## config.mk

```make
export PLATFORM = sky130hd
export DESIGN_NAME = stream_mux_rr
export DESIGN_NICKNAME = d
export VERILOG_FILES = /design/src/rtl/stream_mux_pkg.sv /design/src/rtl/rr_arbiter.sv /design/src/rtl/stream_mux_rr.sv
export SDC_FILE = /design/constraint.sdc
export NUM_CORES = 1
export LEC_CHECK = 0
export CAP_MARGIN = 20
export CORE_UTILIZATION = 29
export DETAILED_ROUTE_END_ITERATION = 8
export PLACE_DENSITY = 0.76
export SYNTH_ARGS = -nofsm -noshare
export SYNTH_HDL_FRONTEND = slang
export SYNTH_HIERARCHICAL = 1
export SYNTH_SLANG_ARGS = --single-unit
```

## constraint.sdc

```tcl
create_clock -name clk -period 2.4 [get_ports clk]
set_clock_uncertainty 0.15 [all_clocks]
set_input_delay 0.72 -clock clk [delete_from_list [all_inputs] [get_ports clk]]
set_output_delay 0.72 -clock clk [all_outputs]
set_load 0.02 [all_outputs]
```

## src/rtl/stream_mux_pkg.sv

```systemverilog
`default_nettype none
// ============================================================================
//  Module      : stream_mux_pkg
//  Description : Shared constants and helpers for the round-robin / fixed
//                select stream multiplexer.
//  Revision    : 1.0  - initial release
// ============================================================================
package stream_mux_pkg;

    // Selection modes for stream_mux_rr
    localparam int MODE_FIXED = 0;
    localparam int MODE_RR    = 1;

    // Width of a channel id for n channels; never narrower than one bit.
    function automatic int chan_id_width(input int n);
        return (n <= 2) ? 1 : $clog2(n);
    endfunction

endpackage : stream_mux_pkg
`default_nettype wire

```

## src/rtl/rr_arbiter.sv

```systemverilog
`default_nettype none
// ============================================================================
//  Module      : rr_arbiter
//  Description : Combinational round-robin arbiter. Requests are rotated so
//                that channel ptr sits at bit 0, the lowest set bit is
//                isolated, and the one-hot result is rotated back.
//  Revision    : 1.0  - initial release
// ============================================================================
module rr_arbiter
    import stream_mux_pkg::*;
#(
    parameter  int N  = 4,
    localparam int SW = chan_id_width(N)
) (
    input  logic [N-1:0]  req,
    input  logic [SW-1:0] ptr,
    output logic [N-1:0]  gnt
);

    logic [N-1:0] w_rot_req;
    logic [N-1:0] w_rot_gnt;

    // Rotate, priority-pick the lowest requester, rotate back.
    // ptr is always below N, so a right shift of the doubled grant by
    // (N - ptr) undoes the original rotation (ptr = 0 shifts by N).
    always_comb begin
        w_rot_req = N'({req, req} >> ptr);
        w_rot_gnt = w_rot_req & (~w_rot_req + N'(1));
        gnt       = N'({w_rot_gnt, w_rot_gnt} >> (N - int'(ptr)));
    end

endmodule : rr_arbiter
`default_nettype wire

```

## src/rtl/stream_mux_rr.sv

```systemverilog
`default_nettype none
// ============================================================================
//  Module      : stream_mux_rr
//  Description : Registered N-channel, W-bit valid/ready stream selector with
//                either an external fixed select or round-robin arbitration.
//                One output register holds the selected word and its source
//                channel; it refills in the same cycle it drains.
//  Revision    : 1.0  - initial release
// ============================================================================
module stream_mux_rr
    import stream_mux_pkg::*;
#(
    parameter  int W    = 16,
    parameter  int N    = 4,
    parameter  int MODE = MODE_FIXED,
    localparam int SW   = chan_id_width(N)
) (
    input  logic           clk,
    input  logic           rst_n,
    input  logic [N*W-1:0] in_data,
    input  logic [N-1:0]   in_valid,
    output logic [N-1:0]   in_ready,
    input  logic [SW-1:0]  sel,
    output logic [W-1:0]   out_data,
    output logic [SW-1:0]  out_chan,
    output logic           out_valid,
    input  logic           out_ready
);

    logic          w_load;
    logic          w_xfer;
    logic [N-1:0]  w_gnt;
    logic [N-1:0]  w_ready;
    logic [SW-1:0] w_chan_idx;
    logic [W-1:0]  w_sel_data;

    logic          out_valid_q, out_valid_d;
    logic [W-1:0]  out_data_q,  out_data_d;
    logic [SW-1:0] out_chan_q,  out_chan_d;
    logic [SW-1:0] rr_ptr_q,    rr_ptr_d;

    generate
        if (MODE == MODE_RR) begin : g_rr
            rr_arbiter #(
                .N   (N)
            ) u_arb (
                .req (in_valid),
                .ptr (rr_ptr_q),
                .gnt (w_gnt)
            );
        end else begin : g_fixed
            // Grant the selected channel when it is valid; an out-of-range
            // select matches no channel and therefore grants nothing.
            always_comb begin
                w_gnt = '0;
                for (int k = 0; k < N; k++) begin
                    w_gnt[k] = in_valid[k] && (sel == SW'(k));
                end
            end
        end
    endgenerate

    // Output register may accept a word when empty or draining this cycle;
    // ready is forced low while reset is asserted.
    always_comb begin
        w_load  = !out_valid_q || out_ready;
        w_ready = w_gnt & {N{w_load && rst_n}};
        w_xfer  = |w_ready;
    end

    // One-hot grant to channel index and selected data word.
    always_comb begin
        w_chan_idx = '0;
        w_sel_data = '0;
        for (int k = 0; k < N; k++) begin
            if (w_gnt[k]) begin
                w_chan_idx = w_chan_idx | SW'(k);
                w_sel_data = w_sel_data | in_data[k*W +: W];
            end
        end
    end

    // Next state of the output register and the round-robin pointer.
    // The pointer only moves on a transfer so idle cycles keep priority.
    always_comb begin
        out_valid_d = out_valid_q;
        out_data_d  = out_data_q;
        out_chan_d  = out_chan_q;
        rr_ptr_d    = rr_ptr_q;
        if (w_xfer) begin
            out_valid_d = 1'b1;
            out_data_d  = w_sel_data;
            out_chan_d  = w_chan_idx;
            if (MODE == MODE_RR) begin
                rr_ptr_d = (w_chan_idx == SW'(N - 1)) ? '0 : w_chan_idx + SW'(1);
            end
        end else if (out_ready) begin
            out_valid_d = 1'b0;
        end
    end

    // State registers with asynchronous active-low reset.
    always_ff @(posedge clk or negedge rst_n) begin
        if (!rst_n) begin
            out_valid_q <= 1'b0;
            out_data_q  <= '0;
            out_chan_q  <= '0;
            rr_ptr_q    <= '0;
        end else begin
            out_valid_q <= out_valid_d;
            out_data_q  <= out_data_d;
            out_chan_q  <= out_chan_d;
            rr_ptr_q    <= rr_ptr_d;
        end
    end

    assign in_ready  = w_ready;
    assign out_data  = out_data_q;
    assign out_chan  = out_chan_q;
    assign out_valid = out_valid_q;

endmodule : stream_mux_rr
`default_nettype wire

```

# Word level (Yosys, flattened, before mapping)
# Cells that the tools add are included.
# op_classes
n_addsub,0
multipliers,0
div,0
n_lt_le_gt_ge,0
n_eq_ne,3
shift,0
n_mux,9
bitwise,4
n_reduce_logical,10
# ops
operator,count
2-to-1 mux 16 bit,4
OR 16 bit,3
logical AND 1 bit,5
AND 4 bit,1
"equality test 2 bit, second input constant",2
2-to-1 mux 2 bit,2
OR reduction 4 bit,1
2-to-1 mux 1 bit,3
"equality test 2 x 1 -> 1 bit, second input constant",1
zero test 2 bit,1
nonzero test 2 bit,1
zero test 1 bit,1
logical OR 1 bit,1
# word_totals
ff_bits,19
latch_bits,0
mem_bits_rw,0
mem_bits_ro,0
out_inout_bits,23
wordCells,29
memories,0

# Longest topological paths before layout
# depth
word_depth,9
depth_mapped,6

# Worst setup path before layout
# Ideal clock, no wire load.
# synth_timing
path_kind,in2out
startpoint,input rst_n
endpoint,output in_ready[0]
t_arrival_ps,1873
required_time_ps,1530
setup_slack_ps,-343
cell_stages,3
path_cell_list,clkbuf_1 nand2_1 nor4b_1
# synth_via
elab_chain_len,2
# synth_lines
element,line_no,source
"start, declared",stream_mux_rr.sv:19,"input logic rst_n,"
logical AND 1 bit,stream_mux_rr.sv:67,w_ready = w_gnt & {N{w_load && rst_n}};
AND 4 bit,stream_mux_rr.sv:67,
"end, declared",stream_mux_rr.sv:22,"output logic [N-1:0] in_ready,"
# Every way passes these cells.

# Worst setup path after layout
# layout_timing
startpoint,input in_valid[2]
endpoint,output in_ready[2]
# layout_via
elab_chain_len,2
# layout_lines
element,line_no,source
"start, declared",stream_mux_rr.sv:21,"input logic [N-1:0] in_valid,"
logical AND 1 bit,stream_mux_rr.sv:57,w_gnt[k] = in_valid[k] && (sel == SW'(k));
AND 4 bit,stream_mux_rr.sv:67,
# Every way passes these cells.

==> impl_metrics.yaml <==
sta:
  holdWs_ns: 0.367
  final_hold_viol_count: 0
  timing.final.crit_share_pct: 97.1
  fin_crit_ns: 2.33
  slew_viol_final: 0
  rsz0062_at_grt: "false"
  setup_viol: 0
  tns_ns: 0
  tightestPinTransition_ns: 0.630
  maxSlewHeadroom_pct: 58.0
  fmax_mhz: 429
die:
  start_util_pct: 31.2
  core.rowCount: 22
  die-area_um2: 4310
  num_io_pins: 96
  fp.coreArea_um2: 3770
  dieHeight_um: 65.7
  die_width_um: 65.7
power_and_ir_drop:
  p_leak_uw: 0.000907
  power_frac_clock_pct: 17.3
  seq_power_share_pct: 35.0
  swShare_pct: 33.6
  p_int_uw: 843
  p_per_area_nw_per_um2: 544
  peakVddDrop_mv: 0.368
  comb_power_share_pct: 47.7
  netSwitchingPower_uw: 426
clocking:
  h-tree-depth: 1
  clockBufferDepth: 2
  numCtsBuffers: 3
  path_clk_slew_ns: 0.07
  cts.sinks: 19
  cts_tree: "built"
  cts_hold_buf: 0
  clockRootBuffer: "clkbuf_8"
  clkLatencyLatePin_ns: 0.25
route:
  first_pass_iters: 4
  vias: 1484
  drc: 0
  first_iter_violations: 83
  viasPerCell: 5.50
  antenna_left: 0
  wirelength_um: 4510
  wl_per_cell_um: 16.7
cells_and_area:
  postLayoutCoreUtil_pct: 61.8
  seqCellArea_um2: 475
  layout.cells.non_filler: 270
  diodes: 0
  fill_cells: 312
  multiInputGateArea_um2: 667
  drive_above_1_share_pct: 19.8
  area_growth_pct: 98.1
  fin_nets: 296
synth:
  synth_seq_area_share_pct: 40.4
  syn_area_um2: 1180
  synthDistinctLibCells: 21
  syn_avg_cell_area_um2: 9.88
  synth_area_leaders: "dfrtp_1 (40%), a22oi_1 (20%), a31oi_1 (16%)"
  synth.top_cell.area_share_pct: 40.4
  synthCells: 119
  synth_nets: 192
  synth_area_leader_cell: "dfrtp_1"
  ys_ff_latch: 19
  synth_warnings: 6
min_path:
  holdCritPathClass: "register to register"
  hold_start: "out_chan[0]$_DFFE_PN0P_"
  worst_hold_path.endpoint: "out_chan[0]$_DFFE_PN0P_"
  min_path_cells: 1
place:
  dp_hpwl_um: 3430
  io_buffers: 95
  place_congestion: 0.814
  place_inst: 263
flow_run:
  timing.max_cap.violations: 0
worst_setup_path:
  crit_arrival_ns: 1.46
  r2r_slack_ns: 0.73
  cp_max_fo: 2
  worstPathRequired_ns: 1.53
  r2r-end: "out_chan[0]$_DFFE_PN0P_"
  rr_startpoint: "out_valid$_DFFE_PN0P_"
  critPathCaptureType: "primary output"
  rr_worst_depth: 5
  path_class: "input pin to primary output"
  setup.worst_path.start_class: "input pin"
global_routing:
  antenna_found_initial: 0
  grt_max_degree: 38
  grt_pass1_vias: 1474
  grt_pass1_wl_um: 7000
  gr-total-overflow: 0
  grt.total_usage_pct: 21.6
outcome:
  status: "complete, no violations"
==> Yosys cell counts (all sizes together) <==
library cell   n
nor3           1
nand2          3
nand3          1
mux4           1
and3b          2
nor2b          1
mux2i          2
dfrtp         19
a31oi         32
o32a           1
clkbuf        12
nor3b          1
a22oi         32
nand2b         1
mux2           1
and3           4
nor4b          1
buf            4
==> registers in the layout, summed over array words and instances (netlist names) <==
signal     flops
out_data      16
out_valid      1
out_chan       2
==> worst max-delay path: stages <==
cell and delay [ns]:
dlygate4sd2_1 0.25, and3b_1 0.18, and3_4 0.18, buf_6 0.13
==> per-layer routing <==
layer | vias up | part of all wire [%] | routed length, um | track usage (%)
met5 | - | 0 | 0 | 0
met4 | 0 | 2.1 | 93 | 9.24
met3 | 11 | 5.3 | 238 | 3.99
met2 | 66 | 55 | 2460 | 41.5
met1 | 711 | 38 | 1720 | 22.5
li1 | 696 | - | - | -
==> cell families (layout without fill, tap and decap cells) <==
| group | Yosys count | count (layout) | share of synthesized area (%) |
|---|---|---|---|
| compound gates | 65 | 65 | 38.8 |
| buf+inv | 16 | 119 | 7.13 |
| flops | 19 | 19 | 40.4 |
| mux | 4 | 4 | 4.89 |
| simple gates | 15 | 15 | 8.72 |
==> placed cells by master, fill, tap and decap left out <==
cell,count
clkdlybuf4s50_1,83
nand2b_4,1
nor3_2,1
clkinv_2,1
nand2_4,1
buf_6,4
mux2i_1,2
dlygate4sd2_1,4
o32a_1,1
nand3_1,1
mux2_4,1
nor2b_1,1
a31oi_2,1
dfrtp_1,19
clkbuf_8,3
nand2_1,2
nor4b_4,1
clkbuf_2,2
buf_4,20
a31oi_1,31
and3_4,4
a22oi_1,32
and3b_1,2
buf_2,2
mux4_2,1
nor3b_2,1
==> cell type report <==
class	instances	share of cell area, %
Clock buffer	3	1.77
Clock inverter	1	0.215
Multi-Input combinational cell	84	28.6
Sequential cell	19	20.4
Tap cell	48	2.58
Timing Repair Buffer	115	46.4
==> worst max-delay path by stage <==
| stage | startpoint | endpoint | slack, ns |
|---|---|---|---|
| finish | in_valid[2] | in_ready[2] | 0.07 |
| global route | in_valid[2] | in_ready[2] | 0.04 |
| CTS | rst_n | in_ready[0] | 0.03 |
| detailed placement | out_ready | in_ready[0] | -0.79 |
| global placement | out_ready | in_ready[0] | -0.77 |
| floorplan | rst_n | in_ready[1] | -0.09 |
==> power by group through the flow <==
stage / Sequential, uW / Combinational, uW / Clock, uW
after global routing: 452 / 642 / 247
final: 444 / 605 / 220
after floorplan: 537 / 165 / 0
after global placement: 439 / 587 / 0
after CTS: 442 / 604 / 229
after detailed placement: 447 / 597 / 0
==> stage by stage <==
| stage | instance area (um2) | total power, uW | setup slack, ns |
|---|---|---|---|
| 6_report | 2330 | 1270 | 0.0691 |
| 5_1_grt | 2330 | 1340 | 0.0449 |
| 4_1_cts | 2330 | 1280 | 0.0264 |
| 3_5_place_dp | 2250 | 1040 | -0.788 |
| 3_3_place_gp | 2250 | 1030 | -0.774 |
| 2_1_floorplan | 1230 | 702 | -0.0899 |
==> timing repair <==
item                                    4_1_cts  5_1_grt
pin swaps                                     4        1
buffers inserted                              1        2
endpoints found under the setup margin       21        3
resized for setup                            45        4
(Power assumes the default switching activity.)
